`src/rtl/multi_cycle_machine_if.sv`:
```
// rtl/multi_cycle_machine_if.sv - memory request/response bundle for the multi-cycle core
interface multi_cycle_machine_if;
    logic        mem_req;
    logic        mem_we;
    logic [31:0] mem_addr;
    logic [31:0] mem_wdata;
    logic [31:0] mem_rdata;
    logic        mem_ready;

    modport master (
        output mem_req, mem_we, mem_addr, mem_wdata,
        input  mem_rdata, mem_ready
    );

    modport slave (
        input  mem_req, mem_we, mem_addr, mem_wdata,
        output mem_rdata, mem_ready
    );
endinterface

```
`src/rtl/multi_cycle_machine.sv`:
```
// rtl/multi_cycle_machine.sv - MIPS-subset multi-cycle core with a single shared memory port
module multi_cycle_machine #(
    parameter logic [31:0] RESET_PC  = 32'h0040_0000,
    parameter logic [4:0]  LINK_REG  = 5'd31,
    parameter int          REG_COUNT = 32
) (
    input  logic                         clk,
    input  logic                         reset,
    multi_cycle_machine_if.master        mem,
    output logic [31:0]                  pc,
    output logic                         retired,
    output logic                         halted
);
    localparam int RW = $clog2(REG_COUNT);

    typedef enum logic [2:0] {FETCH, DECODE, EXEC, MEM, WB, HALT} state_t;

    localparam logic [5:0] OP_R = 6'h00, OP_J = 6'h02, OP_JAL = 6'h03, OP_BEQ = 6'h04,
                           OP_BNE = 6'h05, OP_ADDI = 6'h08, OP_LW = 6'h23, OP_SW = 6'h2B;
    localparam logic [5:0] F_JR = 6'h08, F_JALR = 6'h09, F_ADD = 6'h20, F_SUB = 6'h22,
                           F_AND = 6'h24, F_OR = 6'h25, F_SLT = 6'h2A;

    state_t        state;
    logic [31:0]   ir, a, b, res;
    logic [31:0]   regs [REG_COUNT];

    logic [5:0]    op, funct;
    logic [RW-1:0] rs, rt, rd, link, wb_dst;
    logic [31:0]   simm, pc4, sum, alu_out, exec_npc;
    logic          is_r_alu, legal;
    logic          unused_bits;

    assign op          = ir[31:26];
    assign funct       = ir[5:0];
    assign rs          = ir[21 +: RW];
    assign rt          = ir[16 +: RW];
    assign rd          = ir[11 +: RW];
    assign link        = LINK_REG[RW-1:0];
    assign wb_dst      = (op == OP_R) ? rd : rt;
    assign simm        = {{16{ir[15]}}, ir[15:0]};
    assign pc4         = pc + 32'd4;
    assign sum         = a + simm;
    assign unused_bits = ^{ir[10:6], sum[1:0]};

    always_comb begin
        is_r_alu = (op == OP_R) && (funct inside {F_ADD, F_SUB, F_AND, F_OR, F_SLT});
        legal    = is_r_alu
                || ((op == OP_R) && (funct inside {F_JR, F_JALR}))
                || (op inside {OP_J, OP_JAL, OP_BEQ, OP_BNE, OP_ADDI, OP_LW, OP_SW});
    end

    always_comb begin
        alu_out = sum;
        if (op == OP_R) begin
            case (funct)
                F_ADD:   alu_out = a + b;
                F_SUB:   alu_out = a - b;
                F_AND:   alu_out = a & b;
                F_OR:    alu_out = a | b;
                F_SLT:   alu_out = {31'd0, $signed(a) < $signed(b)};
                default: alu_out = '0;
            endcase
        end
    end

    // Only control-flow instructions use this; R-type here means jr/jalr.
    always_comb begin
        exec_npc = pc4;
        if ((op == OP_BEQ && a == b) || (op == OP_BNE && a != b))
            exec_npc = pc4 + {simm[29:0], 2'b00};
        else if (op == OP_J || op == OP_JAL)
            exec_npc = {pc4[31:28], ir[25:0], 2'b00};
        else if (op == OP_R)
            exec_npc = {a[31:2], 2'b00};
    end

    always_ff @(posedge clk) begin
        retired <= 1'b0;
        if (!reset) begin
            state         <= FETCH;
            pc            <= RESET_PC;
            ir            <= '0;
            a             <= '0;
            b             <= '0;
            res           <= '0;
            halted        <= 1'b0;
            mem.mem_req   <= 1'b0;
            mem.mem_we    <= 1'b0;
            mem.mem_addr  <= {RESET_PC[31:2], 2'b00};
            mem.mem_wdata <= '0;
            for (int i = 0; i < REG_COUNT; i++) regs[i] <= '0;
        end else begin
            case (state)
                // mem_req is only low in FETCH for the first cycle after reset.
                FETCH: begin
                    if (!mem.mem_req) begin
                        mem.mem_req  <= 1'b1;
                        mem.mem_we   <= 1'b0;
                        mem.mem_addr <= {pc[31:2], 2'b00};
                    end else if (mem.mem_ready) begin
                        ir          <= mem.mem_rdata;
                        mem.mem_req <= 1'b0;
                        state       <= DECODE;
                    end
                end
                DECODE: begin
                    a <= regs[rs];
                    b <= regs[rt];
                    if (legal) begin
                        state <= EXEC;
                    end else begin
                        state  <= HALT;
                        halted <= 1'b1;
                    end
                end
                EXEC: begin
                    if (is_r_alu || op == OP_ADDI) begin
                        res   <= alu_out;
                        state <= WB;
                    end else if (op == OP_LW || op == OP_SW) begin
                        mem.mem_req   <= 1'b1;
                        mem.mem_we    <= (op == OP_SW);
                        mem.mem_addr  <= {sum[31:2], 2'b00};
                        mem.mem_wdata <= b;
                        state         <= MEM;
                    end else begin
                        if (op == OP_JAL && link != '0) regs[link] <= pc4;
                        if (op == OP_R && funct == F_JALR && rd != '0) regs[rd] <= pc4;
                        retired      <= 1'b1;
                        pc           <= exec_npc;
                        mem.mem_req  <= 1'b1;
                        mem.mem_we   <= 1'b0;
                        mem.mem_addr <= {exec_npc[31:2], 2'b00};
                        state        <= FETCH;
                    end
                end
                MEM: begin
                    if (mem.mem_ready) begin
                        mem.mem_we <= 1'b0;
                        if (op == OP_SW) begin
                            retired      <= 1'b1;
                            pc           <= pc4;
                            mem.mem_req  <= 1'b1;
                            mem.mem_addr <= {pc4[31:2], 2'b00};
                            state        <= FETCH;
                        end else begin
                            res         <= mem.mem_rdata;
                            mem.mem_req <= 1'b0;
                            state       <= WB;
                        end
                    end
                end
                WB: begin
                    if (wb_dst != '0) regs[wb_dst] <= res;
                    retired      <= 1'b1;
                    pc           <= pc4;
                    mem.mem_req  <= 1'b1;
                    mem.mem_we   <= 1'b0;
                    mem.mem_addr <= {pc4[31:2], 2'b00};
                    state        <= FETCH;
                end
                HALT:    state <= HALT;
                default: state <= HALT;
            endcase
        end
    end
endmodule
```
`src/flat_wrapper.sv`:
```
// flat-port wrapper written by rule: the top's interface ports become plain ports
module multi_cycle_machine_flat 
#(
    parameter logic [31:0] RESET_PC  = 32'h0040_0000,
    parameter logic [4:0]  LINK_REG  = 5'd31,
    parameter int          REG_COUNT = 32
)
  (clk, reset, pc, retired, halted, mem_mem_req, mem_mem_we, mem_mem_addr, mem_mem_wdata, mem_mem_rdata, mem_mem_ready);
  multi_cycle_machine_if mem_i ();
  input  logic clk;
  input  logic reset;
  output logic [31:0] pc;
  output logic retired;
  output logic halted;
  output wire logic [$bits(mem_i.mem_req)-1:0] mem_mem_req;
  output wire logic [$bits(mem_i.mem_we)-1:0] mem_mem_we;
  output wire logic [$bits(mem_i.mem_addr)-1:0] mem_mem_addr;
  output wire logic [$bits(mem_i.mem_wdata)-1:0] mem_mem_wdata;
  input wire logic [$bits(mem_i.mem_rdata)-1:0] mem_mem_rdata;
  input wire logic [$bits(mem_i.mem_ready)-1:0] mem_mem_ready;
  assign mem_mem_req = mem_i.mem_req;
  assign mem_mem_we = mem_i.mem_we;
  assign mem_mem_addr = mem_i.mem_addr;
  assign mem_mem_wdata = mem_i.mem_wdata;
  assign mem_i.mem_rdata = mem_mem_rdata;
  assign mem_i.mem_ready = mem_mem_ready;
  multi_cycle_machine #(.RESET_PC(RESET_PC), .LINK_REG(LINK_REG), .REG_COUNT(REG_COUNT)) u_core (.clk(clk), .reset(reset), .mem(mem_i), .pc(pc), .retired(retired), .halted(halted));
endmodule
```
`config.mk`:
```
export PLATFORM = sky130hd
export DESIGN_NAME = multi_cycle_machine_flat
export DESIGN_NICKNAME = d
export VERILOG_FILES = /design/src/rtl/multi_cycle_machine_if.sv /design/src/rtl/multi_cycle_machine.sv /design/src/flat_wrapper.sv
export SDC_FILE = /design/constraint.sdc
export NUM_CORES = 2
export LEC_CHECK = 0
export CAP_MARGIN = 20
export CORE_MARGIN = 2
export CORE_UTILIZATION = 40
export CTS_BUF_LIST = sky130_fd_sc_hd__clkbuf_8
export CTS_CLUSTER_SIZE = 25
export DETAILED_ROUTE_END_ITERATION = 8
export MAX_ROUTING_LAYER = met4
export SETUP_SLACK_MARGIN = 0.4
export SYNTH_ARGS = -nofsm -noshare
export SYNTH_HDL_FRONTEND = slang
export SYNTH_SLANG_ARGS = --single-unit
```
`constraint.sdc`:
```
create_clock -name clk -period 9.5 [get_ports clk]
set_clock_uncertainty 0.2 [all_clocks]
set_input_delay 0.95 -clock clk [delete_from_list [all_inputs] [get_ports clk]]
set_output_delay 0.95 -clock clk [all_outputs]
set_load 0.05 [all_outputs]
```
**Word-level counts from Yosys, hierarchy flattened**

Memory sizes are Yosys's and may differ from the RTL's. A register that Yosys moved wholly into a read port is not among the register bits.
Cells that the tools add are included.

- Input bits: 35
- Bits in registers: 167
- RAM bits: 1024
- Memories: 1

- Equality and inequality tests: 29
- Add/sub/neg operators: 5
- $lt $le $gt $ge: 1
- Reduce and logical (&&, ||, !) cells: 35
- Bitwise logic cells: 5
- Multiplexer cells: 68

Memory list:

| name | words | bits a word | read ports | clocked after memory_dff | write ports | RTL line | RTL |
|---|---|---|---|---|---|---|---|
| u_core.regs | 32 | 32 | 2 | 2 | 32 | multi_cycle_machine.sv:25 | `logic [31:0] regs [REG_COUNT];` |

Operators by type and width:

| cell | count |
|---|---|
| 2-to-1 mux 32 bit | 19 |
| case mux 32 bit (5 select lines) | 1 |
| case mux 32 bit (4 select lines) | 1 |
| adder 32 bit | 3 |
| case mux 32 bit (3 select lines) | 1 |
| case mux 32 bit (2 select lines) | 1 |
| OR reduction 32 bit | 2 |
| == test 6 bit, second input constant | 7 |
| adder 32 x 3 -> 32 bit, second input constant | 1 |
| bitwise AND 32 bit | 1 |
| == test 32 bit | 1 |
| < comparator 32 bit | 1 |
| inequality test 32 bit | 1 |
| bitwise OR 32 bit | 1 |
| subtractor 32 bit | 1 |
| 2-to-1 mux 1 bit | 31 |
| == test 6 x 4 -> 1 bit, second input constant | 3 |
| 2-to-1 mux 3 bit | 6 |
| 2-to-1 mux 5 bit | 3 |
| case mux 3 bit (5 select lines) | 1 |
| nonzero test 5 bit | 3 |
| == test 6 x 2 -> 1 bit, second input constant | 2 |
| == test 6 x 3 -> 1 bit, second input constant | 2 |
| inequality test 2 bit, second input constant | 6 |
| 22 further kinds | 44 |

**Longest topological paths before layout**

- Word-level depth: 12
- Mapped depth: 19
- Mapped depth without buffers: 18

**Worst setup path after synthesis**

Ideal clock, no wire load.

- Path type: flip-flop to flip-flop
- Start point: register u_core.pc[3]
- End point: register u_core.mem.mem_addr[31]
- Library setup time: 0.127 ns
- Clock period less this slack: 4.733 ns
- Stages on the path, launching flop included: 18
- Arrival time: 4.406 ns
- Path buffers: 0
- Slack: 4.767 ns
- Cells stage by stage: dfxtp_1 -> ha_1 -> nand3_1 -> or3_1 -> nor4_1 -> xnor2_1 -> inv_1 -> ha_1 -> a21o_1 -> a21o_1 -> a21o_1 -> a21oi_1 -> nor3b_1 -> a211oi_1 -> mux2i_1 -> and3_1 -> nor4_1 -> or3_1

- Longest elaborated chain between the ends: 7

RTL lines:

| item | RTL line | RTL |
|---|---|---|
| from (decl) | multi_cycle_machine.sv:10 | `output logic [31:0] pc,` |
| from (signal assigned) | multi_cycle_machine.sv:130 | `pc <= exec_npc;` |
| from (signal assigned) | multi_cycle_machine.sv:142 | `pc <= pc4;` |
| from (signal assigned) | multi_cycle_machine.sv:156 | `pc <= pc4;` |
| adder 32 x 3 -> 32 bit (*) | multi_cycle_machine.sv:41 | `assign pc4 = pc + 32'd4;` |
| parallel branches: the longest is 5 deep, another holds adder 32 bit | -- |  |
| case mux 32 bit (4 select lines) (*) | multi_cycle_machine.sv:93 | `case (state)` |
| to (signal assigned) | multi_cycle_machine.sv:89 | `mem.mem_addr <= {RESET_PC[31:2], 2'b00};` |
| to (signal assigned) | multi_cycle_machine.sv:99 | `mem.mem_addr <= {pc[31:2], 2'b00};` |
| to (signal assigned) | multi_cycle_machine.sv:123 | `mem.mem_addr <= {sum[31:2], 2'b00};` |
| to (decl) | multi_cycle_machine_if.sv:11 | `output mem_req, mem_we, mem_addr, mem_wdata,` |

Mark *: on every way between the ends. The select of a mux whose other input is x is not followed.
A chain may end at the register's enable or synchronous reset.

**Worst setup path in the final report**

- Start point: register u_core.pc[2]
- End point: register u_core.mem.mem_addr[30]

Same word-level chain as after synthesis.

==> flow_summary.ini <==
[outcome]
status = finished, final reports clean

[detailed_routing]
vias = 52669
drt_first_iter_violations = 7921
route.antenna.remaining_nets = 0
routed_via_density = 6.32
routedWlPerCell_um = 31.6
routed_wl_um = 263000
dr.pass1.iters = 7
drc = 0

[global_route]
first_pass_grt_wire_length_um = 374000
grt.overflow.total = 0
grt_usage = 0.298
grt_max_degree = 103
grt_pass1_vias = 49933
grt_antenna_before_repair = 12

[logic_synthesis]
synth_warnings = 0
synth_compound_area_frac = 0.0864
post_synth_mux_area_share = 0.217
yosysSeqAreaShare = 0.499
post_synth_inst_count = 5828
simple_gate_area_share_of_the_yosys_netlist = 0.112
synth_top_family_by_area = multiplexers
post_synth_arst_share = 0
yosys.cell_types.count = 92
synth-edff-count = 1024
yosys.area_share.adder = 0.0305
synth.ff_latch_count = 1251
synth_flop_cell = edfxtp_1
post_synth_xor_area_fraction = 0.0143
synthesis.area_mm2 = 0.0707
yosys.area.top_type_share = 0.435
synth_area_leaders = edfxtp_1 44%, mux4_2 20%, nor2_1 6.7%, dfxtp_1 6.4%, ha_1 2.9%
yosysTopAreaCell = edfxtp_1
postSynthAreaPerCell_um2 = 12.1

[sta]
min_period_ns = 5.75
hold_viol = 0
final.setup.tns_ns = 0
fin_crit_share = 0.605
least_margin_pin_slew_ns = 1.38
timing.final.max_slew_violations = 0
fmax_mhz = 174
grt_setup_unrepaired = no
timing.slew.headroom = 0.0780
report.final.setup_viol = 0

[final_layout]
area_growth_syn_to_layout_pct = 11.1
mostFrequentLayoutCells = 1247 x nor2_1, 1024 x edfxtp_1, 640 x mux4_2
finalCoreUtilization = 0.446
layout_commonest_cell = nor2_1
layout.nets = 6008
drive_above_1_share = 0.202
nFillCells = 15906

[placement]
port-buffer-count = 130
globalplace.congestion = 1.01
hpwlAfterDp_um = 178000

[worst_setup_path]
critical_path.endpoint_type = flip-flop
slowest_delay_ns = 1.00
critical_path_required_ns = 10.17
critical_path.cell_chain = nand4_1 -> nor3_1 -> and4_1 -> xnor2_1 -> inv_1 -> ha_1 -> a21oi_1 -> or3b_2 -> o21ai_0 -> o21ai_0 -> a21oi_1 -> o21ai_0 -> xor2_1 -> a211oi_1 -> o31ai_1
setup.worst_path.start_class = flip-flop
critPathKind = flip-flop to flip-flop
crit_arrival_ns = 6.42
worstPathMaxFanout = 13
slowest_stage = nor3_1
critical_path.most_common_cell = o21ai_0

[die]
core_area_mm2 = 0.176
fp.dieW_um = 424
start_util = 0.402
num_io_pins = 135
die_area_mm2 = 0.180
dieHeight_um = 424
row_count = 154

[clocking]
cts-buffers-inserted = 206
numClockSinks = 1251
cts_tree = done
cts.repair_timing.setup_buffer_count = 0
ctsRootBufferMaster = clkbuf_8
cts.hold.buffers_added = 0
clk_pin_slew_worst_paths_ns = 0.06
clk_latency_ns = 1.01
number_of_buffers_between_clock_root_and_the_deepest_sink = 3
cts.htree.levels = 4
ctsResizeCount = 0

[min_path]
hold_path.class = flip-flop to flip-flop

[run]
cap_violations = 0

[pwr]
ir_drop_mv = 0.121
power_density_over_cell_area_mw_per_mm2 = 185
p_leak_nw = 25.9
-- worst paths after layout --
check	start	end	slack, ns	depth (start not counted)
max reg2reg	u_core.pc[2]	u_core.mem.mem_addr[30]	3.75	15
max	u_core.pc[2]	u_core.mem.mem_addr[30]	3.75	15
min	u_core.mem.mem_wdata[21]	u_core.mem.mem_wdata[21]	0.25	2
min reg2reg	u_core.mem.mem_wdata[21]	u_core.mem.mem_wdata[21]	0.25	2
-- report_power, final --
part	switching (mW)	internal (mW)
clock	2.41	2.42
combinational	2.13	1.13
sequential	0.301	6.16
total	4.85	9.71
-- flip-flops by register name, indices dropped and copies added, names as in the netlist, 3 cells and up --
name,flops
u_core.res,32
u_core.regs,1024
u_core.pc,30
u_core.mem.mem_addr,30
u_core.mem.mem_wdata,32
u_core.a,32
u_core.b,32
u_core.ir,32
u_core.state,3
-- synth_stat cells (14+ instances only) --
library cell  count
nor2_1         1252
xor2_1           38
nand2_1         357
a21o_1           43
buf_1            57
o31ai_1          15
edfxtp_1       1024
inv_1           153
o21bai_1         24
ha_1            166
nand4_1          24
a211oi_1        129
o21ai_1          24
dfxtp_1         227
buf_2           169
nor4_1           28
o22ai_1          45
a221oi_1         26
nand2b_1         22
or3_1            21
nor2b_1          20
mux4_2          640
nor3_1           51
and2_1           14
xnor2_1          77
a31oi_1          35
nand3_1          51
mux2i_1          90
clkbuf_1        304
o211ai_1         48
a21oi_1         294
o21ai_0         160
-- logic make-up (layout without fill, tap and decap cells) --
logic type	count (synthesis)	after routing
xor gates and xnor gates	115	115
and+or+nand+nor	1908	1908
buffers and inverters	692	807
AOI/OAI and AO/OA	958	958
muxes	733	733
adders and majority gates	170	170
other	1	46
DFF	1251	1251
-- worst max-delay path, delay by kind of cell, from the launching register on --
kind                     cells  cell delay (ns)
buffers and inverters        1             0.15
adder cells (fa/ha/maj)      1             0.34
AND/OR/NAND/NOR              4             2.17
AO/OA/AOI/OAI                7             1.73
XOR/XNOR                     2             0.44
flip-flops                   1             0.62
-- metal layers --
| layer | GRT usage | vias up | share of wire |
|---|---|---|---|
| li1 | - | 21917 | - |
| met3 | 0.0748 | 547 | 0.12 |
| met5 | - | - | 0 |
| met2 | 0.429 | 3357 | 0.44 |
| met4 | 0.135 | 0 | 0.051 |
| met1 | 0.397 | 26848 | 0.39 |
-- through the flow --
step	total power, mW	std cells	setup WS (ns)	hold slack (ns)	instance area [um2]
6_report	14.6	8328	3.75	0.251	78500
5_1_grt	15.0	8323	3.36	0.274	78500
4_1_cts	14.5	8311	3.91	0.254	78400
3_5_place_dp	9.72	7928	3.93	0.246	74300
3_3_place_gp	9.71	7923	3.93	0.241	74200
2_1_floorplan	8.43	5863	4.77	0.232	70800
-- final cells by class --
cell class                 instances  area (um2)  share of cell area
timing repair buffer             271        2500              0.0318
multi-input combinational       3920       33000               0.421
clock buffer                     224        3080              0.0393
tap                             2340        2930              0.0373
sequential                      1251       35300               0.450
antenna                           10        25.0            0.000319
inverter                         153         582             0.00741
clock inverter                   159        1030              0.0131
No activity file was read; power rests on OpenSTA's default activity.
